==> src/rtl/nonce_report_queue.sv <==
// nonce_report_queue: buffers golden nonces from the hashing cores and hands
// them one at a time to serial_transmit. Consecutive duplicates are dropped.
// Pushes that find no free space raise a sticky overflow flag.
module nonce_report_queue #(
  parameter int DEPTH     = 8,
  parameter int ADDR_W    = 3,
  parameter int BUSY_WAIT = 4
) (
  input  logic              clk,
  input  logic              rst,
  input  logic              golden_valid,
  input  logic [31:0]       golden_nonce,
  input  logic              tx_busy,
  output logic              tx_send,
  output logic [31:0]       tx_word,
  output logic [ADDR_W:0]   count,
  output logic              full,
  output logic              overflow
);

  localparam int WAIT_W = (BUSY_WAIT < 1) ? 1 : $clog2(BUSY_WAIT + 1);
  localparam logic [ADDR_W:0]   DEPTH_C  = (ADDR_W + 1)'(DEPTH);
  localparam logic [WAIT_W-1:0] WAIT_LIM = WAIT_W'(BUSY_WAIT);

  typedef enum logic [1:0] {IDLE, SEND, WAIT_HI, WAIT_LO} state_t;

  logic [31:0]       mem [DEPTH];
  logic [ADDR_W-1:0] wr_ptr;
  logic [ADDR_W-1:0] rd_ptr;
  logic [31:0]       last_nonce;
  logic              last_vld;
  state_t            state;
  state_t            state_nxt;
  logic [WAIT_W-1:0] wait_cnt;
  logic [WAIT_W-1:0] wait_nxt;
  logic              send_nxt;
  logic              pop;
  logic              cand;
  logic              push;
  logic              drop;
  logic [ADDR_W:0]   count_nxt;

  // Duplicate filter and push acceptance; a pop in the same cycle frees a slot.
  always_comb begin
    cand = golden_valid && !(last_vld && (golden_nonce == last_nonce));
    push = cand && ((count != DEPTH_C) || pop);
    drop = cand && !push;
  end

  // Send FSM next state: pop and strobe from IDLE, then wait out one busy period.
  always_comb begin
    state_nxt = state;
    send_nxt  = 1'b0;
    wait_nxt  = wait_cnt;
    pop       = 1'b0;
    case (state)
      IDLE: begin
        if ((count != '0) && !tx_busy) begin
          pop       = 1'b1;
          send_nxt  = 1'b1;
          state_nxt = SEND;
        end
      end
      SEND: begin
        wait_nxt  = '0;
        state_nxt = WAIT_HI;
      end
      WAIT_HI: begin
        if (tx_busy) begin
          state_nxt = WAIT_LO;
        end else begin
          // Give up waiting for busy if the transmitter never responds.
          wait_nxt = wait_cnt + WAIT_W'(1);
          if ((wait_cnt + WAIT_W'(1)) == WAIT_LIM) state_nxt = WAIT_LO;
        end
      end
      WAIT_LO: begin
        if (!tx_busy) state_nxt = IDLE;
      end
      default: state_nxt = IDLE;
    endcase
  end

  // Occupancy next value; simultaneous push and pop leaves it unchanged.
  always_comb begin
    count_nxt = count;
    case ({push, pop})
      2'b10:   count_nxt = count + (ADDR_W + 1)'(1);
      2'b01:   count_nxt = count - (ADDR_W + 1)'(1);
      default: count_nxt = count;
    endcase
  end

  // Control state: FSM, pointers, occupancy, flags and the outgoing word.
  always_ff @(posedge clk or posedge rst) begin
    if (rst) begin
      state    <= IDLE;
      wait_cnt <= '0;
      tx_send  <= 1'b0;
      tx_word  <= '0;
      count    <= '0;
      full     <= 1'b0;
      overflow <= 1'b0;
      wr_ptr   <= '0;
      rd_ptr   <= '0;
      last_vld <= 1'b0;
    end else begin
      state    <= state_nxt;
      wait_cnt <= wait_nxt;
      tx_send  <= send_nxt;
      count    <= count_nxt;
      full     <= (count_nxt == DEPTH_C);
      if (drop) overflow <= 1'b1;
      if (cand) last_vld <= 1'b1;
      if (push) wr_ptr <= wr_ptr + ADDR_W'(1);
      if (pop) begin
        rd_ptr  <= rd_ptr + ADDR_W'(1);
        tx_word <= mem[rd_ptr];
      end
    end
  end

  // Data storage: FIFO array and the last-seen nonce carry no reset.
  always_ff @(posedge clk) begin
    if (push) mem[wr_ptr] <= golden_nonce;
    if (cand) last_nonce  <= golden_nonce;
  end

endmodule

==> config.mk <==
export PLATFORM = sky130hd
export DESIGN_NAME = nonce_report_queue
export DESIGN_NICKNAME = d
export VERILOG_FILES = /design/src/rtl/nonce_report_queue.sv
export SDC_FILE = /design/constraint.sdc
export NUM_CORES = 1
export LEC_CHECK = 0
export CORE_MARGIN = 2
export CORE_UTILIZATION = 42
export DETAILED_ROUTE_END_ITERATION = 10
export PLACE_DENSITY = 0.61
export SYNTH_ARGS = -nofsm -noshare
export SYNTH_HDL_FRONTEND = slang
export SYNTH_SLANG_ARGS = --single-unit
export TNS_END_PERCENT = 30
==> constraint.sdc <==
create_clock -name clk -period 8.7 [get_ports clk]
set_input_delay 1.74 -clock clk [delete_from_list [all_inputs] [get_ports clk]]
set_output_delay 1.74 -clock clk [all_outputs]
set_load 0.01 [all_outputs]
After elaboration in Yosys (flattened, before gate mapping). Memory sizes are Yosys's and may differ from the RTL's. A register that Yosys moved wholly into a read port is not among the register bits. Index checks and enable logic that the tools add are counted.

Register bits after elaboration: 51. Memory bits (writable): 256. Input port bits: 36. Output and inout bits: 39. Word-level logic and storage cells: 55. Memories kept: 1.

$add $sub $neg: 5. Eq/ne operators: 13. Multiplexer cells: 12. Reductions and logical operators: 14.

Memory list: mem (depth 8, bits a word 32, rd ports 1, clocked after Yosys merged registers in 1, wr ports 1, RTL line 27) `logic [31:0] mem [DEPTH];`.

Operator list (number): $eq A32 B32 Y1 (1); $add A3 B1 Y3 const B (3); $mux W2 (4); $pmux W2 S4 (1); $pmux W4 S2 (1); $eq A2 B2 Y1 const B (3); $ne A2 B2 Y1 const B (3); $pmux W3 S2 (1); $logic_and A1 B1 Y1 (5); $add A4 B1 Y4 const B (1); $eq A2 B1 Y1 const B (2); $eq A4 B4 Y1 const B (1); $mux W1 (4); $ne A4 B4 Y1 const B (1); $reduce_bool A4 Y1 (1); $sub A4 B1 Y4 const B (1); $eq A3 B3 Y1 const B (1); $logic_not A1 Y1 (3); $mux W3 (1); $ne A3 B3 Y1 const B (1); $reduce_and A3 Y1 (1); $logic_not A2 Y1 (1); $reduce_and A2 Y1 (1); $reduce_bool A2 Y1 (1); $logic_or A1 B1 Y1 (1).

Logic depth before layout (Yosys ltp). Gate-level depths: netlist of the first run.

Depth after elaboration: 9. Gate-level depth with buffers: 14. Gate-level depth less buffers: 13.

Worst setup path before layout of the first run. Ideal clock, no wire load.

Kind: input-to-reg. Start point: input port golden_nonce[0]. End point: memory mem[0][0], enable pin. Setup time: 461 ps. Arrival: 4877 ps. Required time: 8239 ps. Setup slack: 3362 ps. Cell stages on the path: 6. Buffers on the path: 0. Cell sequence: xor2_1 > nor4_1 > nand4_1 > o31ai_4 > or3_2 > nor3_1.

Cells in the longest elaborated chain, start to end: 7.

Ends and longest elaborated chain: from (decl) (RTL line 12) `input logic [31:0] golden_nonce,`; $eq A32 B32 Y1 (RTL line 45) `cand = golden_valid && !(last_vld && (golden_nonce == last_nonce));`; $logic_and A1 B1 Y1 (RTL line 45); $logic_not A1 Y1 (RTL line 45); $logic_and A1 B1 Y1 (RTL line 45); $logic_and A1 B1 Y1 (RTL line 46) `push = cand && ((count != DEPTH_C) || pop);`; $mux W1 (RTL line 125) `if (push) mem[wr_ptr] <= golden_nonce;`; $mux W1 (implied by the code) (RTL line 125); to (decl) (RTL line 27).

No other way between the ends.

Worst setup path in the final report of the first run.
Start point: input port golden_nonce[25]. End point: register full.

Cells in the longest elaborated chain, start to end: 8. Elaborated cells on any way between the ends: 9. Those cells by class: eq/ne (4); mux (1); reduce/logical (4).

Ends and longest elaborated chain: $eq A32 B32 Y1 (*) (RTL line 45); $logic_and A1 B1 Y1 (*) (RTL line 45); $logic_not A1 Y1 (*) (RTL line 45); $logic_and A1 B1 Y1 (*) (RTL line 45); $logic_and A1 B1 Y1 (*) (RTL line 46); $eq A2 B1 Y1 or $eq A2 B2 Y1 (tied branches) (RTL line 87) `case ({push, pop})`; $pmux W4 S2 (*) (RTL line 87); named net count_nxt[3] (RTL line 41) `logic [ADDR_W:0] count_nxt;`; $eq A4 B4 Y1 (*) (RTL line 112) `full <= (count_nxt == DEPTH_C);`; to (signal assigned) (RTL line 112); to (decl) (RTL line 17) `output logic full,`.

The timed path passes the listed nets; every way through them passes the cells marked *. A chain may end at the register's enable or synchronous reset.

==> summary.md, run 1 <==
The run finished with clean final reports. For the count of TritonRoute iterations in the first routing pass, the log shows 5. The worst setup path is captured at a flip-flop. The clock edge transition at the registers on the reported setup and hold paths is 0.06 ns.

The classification of the worst setup path was in -> reg. The worst register-to-register path has a setup slack of 4.92 ns. The fraction of synthesis flops using an asynchronous set or reset pin came out at 0.150. Setup violations remaining at the end of the flow were counted as 0. The run gives 6267 as the overall via count from detail_route. In the layout the commonest cells are 288 x edfxtp_1, 74 x clkdlybuf4s50_1, 64 x mux4_2. The H-tree was split into 2 levels. Synthesis produced a netlist with a net count of 699. For the pin with the worst max-slew slack, the measured transition is 0.882 ns. Along the worst path, the maximum fanout reaches 10. After synthesis, the mean cell area works out to 20.0 um^2. Measured along the x axis, the die boundary spans 180 um. Summed over all cells, the static leakage comes to 5.25 nW. The cell count after synthesis came out at 651. Type of the worst min-delay path: reg -> reg. The number of clock buffers added by TritonCTS is 36. The setup TNS came out at 0 ns.

The required arrival time at the worst endpoint was 9.10 ns; the count of buffer and inverter cells on the critical path was 2. The weighted congestion reported at the end of routability-driven placement came out at 0.712. The critical path goes through clkdlybuf4s50_1, xor2_1, nor4_1, nand4_1, o31ai_4, nand2_1, inv_1, ha_1, a21o_1, a21oi_1, nand2_1, mux2i_1, xor2_1, nor4b_2. IR analysis of the VDD net gives a maximum drop of 194 uV. Placeable core region: 30600 um^2. No sink is reached through more buffers than the 3 on the longest clock path. The first-pass GRT wire length was 40400 um.

The logs give 0.163 for the global routing usage summed across all routing layers and 0.407 for the remaining max-slew budget at the tightest pin. Compared with the post-synthesis result, the final layout area differs by 19.1%. Top-level I/O count: 75. TritonCTS built the clock tree.

Counting every sink on the clock net gives 339. In the routed design, unresolved DRC markers number 0. The die covers 32500 um^2.

Setup repair after global routing left no endpoint under its margin. The sequential-to-total area share from yosys stat was 0.761. The achievable clock frequency was 189 MHz. The synthesized design contains 288 enable-type register cells. The gate family responsible for the most delay along the worst path was simple AND/OR/NAND/NOR gates.

The tree is rooted in a clkbuf_16. The tools report the final count of pins violating max slew as 0. The critical path launch point type was a primary input. The share of layout cells above drive strength 1 works out to 0.195. Max-cap violations in this run came to 0.

Global routing finished with a remaining overflow of 0. The period utilization was 0.607. The count of endpoints failing hold in the final timing report came out at 0. The tools report the placed wire-length estimate after detailed placement as 15300 um. The die is 180 um tall. Gates resized during post-CTS repair numbered 0. In this run, the number of DRC markers left after iteration 0 of detailed routing was 427. The synthesized cell area was 13000 um^2; the largest net degree at the start of global routing was 75. During synthesis, Yosys emitted a total of 0 warnings.

Once detail routing completed, the nets flagged for antenna violations numbered 0. Highest-delay cell along the critical path: nor4_1. In this run, synthesis produced a sequential element count of 339. Power spread over the standard cell area amounts to 331 nW/um^2. In the post-synthesis netlist, the biggest area contributors are edfxtp_1 66%, mux4_2 11%, dfrtp_1 9.8%. Wires add up to 26100 um.

The post-layout net count is 801, and the number of distinct library cells after synthesis is 34. The number of buffers inserted by port buffering was 74. Across the routed clock network, the largest skew measured is 0.0114 ns. The run gives 6792 as the number of global-route vias before repair. After clock tree synthesis, the setup repair step added 0 buffers.

The average wire per standard cell came out at 22.2 um. For the worst setup path, the data arrival time is 5.68 ns. For the worst-skew pair, the clock arrives at the later sink with an insertion delay of 0.50 ns. Summing internal, switching and leakage power gives 0.00515 W. The run gives 0.426 as the starting density of the core. Post-synthesis cell type with the largest combined area: edfxtp_1. The routed design could run at a clock period as short as 5.28 ns. For this run, the slowest stage of the critical path takes 0.79 ns.

For this run, the leading register cell type out of synthesis is edfxtp_1. The logs give 0 for the hold buffer count at cts and 2 for the number of antenna violations at the first check in global routing. The via count normalized by instance count works out to 5.33.

The proportion of netlist area held by the largest area contributor is 0.663, and the number of rows in the core area is 64. Most common cell after layout, fill and taps aside: edfxtp_1.
-- final timing paths --
| check | from | endpoint | cells after the start |
|---|---|---|---|
| min | last_vld$_DFFE_PP0P_ | last_vld$_DFFE_PP0P_ | 1 |
| max in group asynchronous | rst | rd_ptr[0]$_DFFE_PP0P_ | 3 |
| min in group asynchronous | rst | tx_word[30]$_DFFE_PP0P_ | 3 |
| max | golden_nonce[25] | full$_DFF_PP0_ | 14 |
| max reg2reg | state[0]$_DFFE_PP0P_ | mem[6][6]$_DFFE_PP_ | 9 |
| min reg2reg | last_vld$_DFFE_PP0P_ | last_vld$_DFFE_PP0P_ | 1 |
-- report_power, final --
part	leakage, nW	total (W)	switching (W)	internal (W)
logic	1.47	0.00133	0.000650	0.000684
clock network	0.570	0.00151	0.000589	0.000916
registers	3.21	0.00231	0.000221	0.00209
-- per-stage QoR --
stage               instance area (um^2)  hold WS, ns  std cells   util  setup slack, ns
global route                       15500        0.510       1176  0.508             3.04
global placement                   14400        0.453       1111  0.470             2.95
CTS                                15500        0.482       1175  0.508             3.40
detailed placement                 14400        0.468       1111  0.470             2.88
floorplan                          13000        0.432        651      -             3.36
finish                             15500        0.476       1176  0.508             3.42
-- state kept, by name (all words and copies together), names as in the netlist --
name	flops
count	4
full	1
last_nonce	32
last_vld	1
mem	256
overflow	1
rd_ptr	3
state	2
tx_send	1
tx_word	32
wait_cnt	3
wr_ptr	3
-- final cells by class --
cell class	count	area [um^2]
multi-input combinational	279	3050
clock buffer	48	987
fill	2468	15100
antenna	1	2.50
clock inverter	16	180
tap	396	495
inverter	7	26.3
timing repair buffer	90	861
sequential	339	9930
-- Yosys cell counts (2+ instances only) --
library cell	count
clkbuf_1	15
mux4_2	64
nor2_1	43
nor4_1	5
buf_1	10
nand2_1	10
o21ai_0	2
dfrtp_1	51
xor2_1	21
edfxtp_1	288
ha_1	11
a21oi_1	35
xnor2_1	21
nand4_1	4
mux2i_1	35
a21o_1	2
inv_1	7
mux2_2	4
nor3_1	4
nand2b_1	5
-- logic make-up after synthesis --
logic type,synth area share
and+or+nand+nor,0.0286
xor gates and xnor gates,0.0282
DFF,0.761
AOI/OAI and AO/OA,0.0183
buffers and inverters,0.00960
adders and majority gates,0.0121
muxes,0.142
-- routing by layer --
layer / wire [um] / GRT usage / part of all wire / up-vias
met2: 13400 / 0.277 / 0.51 / 132
li1: - / - / - / 2786
met5: 0 / 0 / 0 / -
met4: 431 / 0.0435 / 0.017 / 0
met1: 11100 / 0.218 / 0.42 / 3315
met3: 1210 / 0.0319 / 0.046 / 34
(Power assumes the default switching activity.)
==> run 2: changes to the inputs <==
==> constraint.sdc (replaced) <==
create_clock -name clk -period 4.9 [get_ports clk]
set_input_delay 0.98 -clock clk [delete_from_list [all_inputs] [get_ports clk]]
set_output_delay 0.98 -clock clk [all_outputs]
set_load 0.01 [all_outputs]
==> summary.md, run 2 (synthesis gave the netlist of run 1 again) <==
The flow ran to the end, and the final reports show no timing, DRC or antenna violations. The placeable core region came out at 30600 um^2 (unchanged). The total of fill cells in the finished design was 2498 (+1.2%). The via count normalized by instance count is 5.35 (+0.33%), and the power spent charging and discharging nets is 0.00259 W (+77%). The insertion delay of the later-clocked pin in the worst-skew pair was 0.51 ns (about the same). The clock period minus final worst setup slack was 4.15 ns. The weighted congestion reported at the end of routability-driven placement is 0.730 (+2.4%), and the count of endpoints failing hold in the final timing report is 0 (unchanged). The arrival time of data at the critical path endpoint is 4.56 ns (-1.12 ns).

The pre-CTS setup slack was 0.235 ns (-2.65 ns). The setup violation total in the final timing report was 0 (unchanged); the depth of the worst register-to-register path was 13 (+4). For the required arrival time at the worst endpoint, the log shows 5.31 ns (-3.79 ns). The worst setup path is launched from a primary input. The logs give 75 (unchanged) for the top-level I/O count and 6341 (+1.2%) for the overall via count from detail_route. The largest net degree at the start of global routing is 74 (-1.3%). More flip-flops sit in one register than any other, and that register is mem. The power density over cell area was 578 nW/um^2 (+75%).

The worst register-to-register path begins at last_nonce[22]$_DFFE_PP_. The starting density of the core came out at 0.426 (unchanged). The share of layout cells above drive strength 1 was 0.203 (+0.00741).

The run gives 1.47 ns (-3.45 ns) as the reg2reg setup slack. Static timing analysis puts the maximum clock frequency at 241 MHz. TritonCTS built the clock tree. The tools report the maximum VDD drop as 289 uV (+49%). The type of the worst min-delay path is reg -> reg.

The tools report the setup clock skew after layout as 0.0177 ns (+0.00637 ns). Following the worst setup path forward leads to its endpoint at full$_DFF_PP0_. The run gives 26900 um (+3.0%) as the total wire length after detailed routing. Classification of the worst setup path: in -> reg.

The global routing usage summed across all routing layers came out at 0.168 (+0.00454). Clock edge transition at the registers on the reported setup and hold paths: 0.06 ns (about the same). The run gives 32500 um^2 (unchanged) as the full die area. Setup repair after global routing left no endpoint under its margin. For the maximum level of the CTS H-tree, the log shows 2 (unchanged). The top cell types in the final layout, fill and taps aside, are 288 x edfxtp_1, 74 x clkdlybuf4s50_1, 64 x mux4_2.

The switching power share of the total came out at 0.289 (+0.00489). The tools report the number of CTS-inserted buffers as 36 (unchanged). For the maximum buffer depth of the clock tree, the log shows 3 (unchanged). The clock root buffer is clkbuf_16. Hold buffer count at cts: 0 (unchanged). For the remaining design rule violation count, the log shows 0 (unchanged). Leakage power: 5.27 nW (+0.26%).

The number of flip-flops under the largest register name was 256 (unchanged); the placed wire-length estimate after detailed placement was 15500 um (+1.6%). The max-capacitance violation count is 0 (unchanged), and the setup slack of the critical path after layout is 0.750 ns (-2.67 ns). The number of routed nets with antenna violations came out at 0 (unchanged). The most common cell after layout, fill and taps aside is edfxtp_1. The number of global-route vias before repair was 6774 (-0.27%); the layout-stage area growth over the synthesis result was 19.0% (about the same). In this run the worst setup path begins at golden_nonce[25]. The maximum fanout count along the critical path was 10 (unchanged); the post-layout net count was 811 (+1.2%).

The first-pass GRT wire length was 41000 um (+1.5%). The number of diodes added for antenna fixing is 0 (-1), and the die boundary width is 180 um (unchanged). For the count of cells resized by post-cts repair, the log shows 0 (unchanged). The tools report the sum of overflow across all layers after global routing as 0 (unchanged). The chip height works out to 180 um (unchanged). The largest registers in the layout are mem (256), last_nonce (32), tx_word (32). The logs give 0 ns (unchanged) for the setup TNS and 0 (unchanged) for the final count of pins violating max slew. STA classifies the critical path endpoint as a flip-flop.

The sequential power share was 0.460 (+0.012); the average wire per standard cell was 22.7 um (+2.1%). The tools report the internal power as 0.00638 W (+73%). The number of antenna violations at the first check in global routing is 0 (-2), and the number of buffers inserted by port buffering is 74 (unchanged). The worst-margin pin slew works out to 1.10 ns (+0.216 ns). The number of rows in the core area was 64 (unchanged); the post-CTS setup repair buffer count was 0 (unchanged). The tools report the TritonCTS sink count as 339 (unchanged).

The worst register-to-register path ends at full$_DFF_PP0_. The period utilization came out at 0.847. The remaining max-slew budget at the tightest pin is 0.268 (-0.139), and the count of TritonRoute iterations in the first routing pass is 4 (-1).

The share of total power in the clock network is 0.277 (-0.016). The violation count after the first detailed-routing iteration was 458 (+7.3%). For the part of the total power dissipated in combinational logic, the log shows 0.264 (+0.005).
run 2: cell count changes in the layout (fill, tap and decap cells not counted), sizes merged:
cell      change
clkinvlp      -1
clkinv        +3
diode         -1
bufinv        -3
buf          +10
clkbuf        +2
run 2: worst min-delay path by stage:
| stage | startpoint | to | slack, ns | cells after the start |
|---|---|---|---|---|
| 6_report | overflow$_DFFE_PP0P_ | overflow$_DFFE_PP0P_ | 0.46 | 1 |
| 5_1_grt | overflow$_DFFE_PP0P_ | overflow$_DFFE_PP0P_ | 0.50 | 1 |
| 4_1_cts | last_vld$_DFFE_PP0P_ | last_vld$_DFFE_PP0P_ | 0.47 | 1 |
| 3_5_place_dp | last_vld$_DFFE_PP0P_ | last_vld$_DFFE_PP0P_ | 0.45 | 1 |
| 3_3_place_gp | last_vld$_DFFE_PP0P_ | last_vld$_DFFE_PP0P_ | 0.46 | 1 |
| 2_1_floorplan | last_vld$_DFFE_PP0P_ | last_vld$_DFFE_PP0P_ | 0.43 | 1 |
run 2: cell type report:
class | count | area, um^2 | area share
Sequential cell | 339 | 9930 | 0.640
Clock buffer | 50 | 973 | 0.0627
Inverter | 7 | 26.3 | 0.00169
Timing Repair Buffer | 100 | 936 | 0.0603
Clock inverter | 15 | 109 | 0.00701
Tap cell | 396 | 495 | 0.0319
Multi-Input combinational cell | 279 | 3050 | 0.196
run 2: power by group through the flow:
stage	logic (W)	registers (W)	clock network (W)
after floorplan	0.00159	0.00401	0
after global placement	0.00238	0.00416	0
after detailed placement	0.00241	0.00420	0
after CTS	0.00242	0.00415	0.00255
after global routing	0.00258	0.00420	0.00266
final	0.00237	0.00413	0.00248
run 2: worst max-delay path, stage by stage:
cell	delay, ns
clkdlybuf4s50_1	0.57
xor2_1	0.21
nor4_1	0.65
nand4_1	0.29
o31ai_4	0.33
nand2_1	0.16
inv_1	0.14
ha_1	0.23
a21o_1	0.18
a21oi_1	0.16
nand2_1	0.07
mux2i_1	0.20
xor2_1	0.18
nor4b_2	0.20
run 2: per-layer routing:
| metal | up-vias | track usage | routed length, um |
|---|---|---|---|
| met5 | - | 0 | 0 |
| met4 | 0 | 0.0423 | 471 |
| met3 | 37 | 0.0291 | 1280 |
| met2 | 147 | 0.284 | 13600 |
| met1 | 3348 | 0.227 | 11500 |
| li1 | 2809 | - | - |
run 2: metrics by stage:
step / total power, W / hold slack (ns) / util / area (um^2) / std cells
2_1_floorplan: 0.00560 / 0.432 / - / 13000 / 651
3_3_place_gp: 0.00654 / 0.457 / 0.472 / 14400 / 1121
3_5_place_dp: 0.00662 / 0.451 / 0.472 / 14400 / 1121
4_1_cts: 0.00912 / 0.467 / 0.507 / 15500 / 1186
5_1_grt: 0.00945 / 0.502 / 0.507 / 15500 / 1186
6_report: 0.00898 / 0.465 / 0.507 / 15500 / 1186
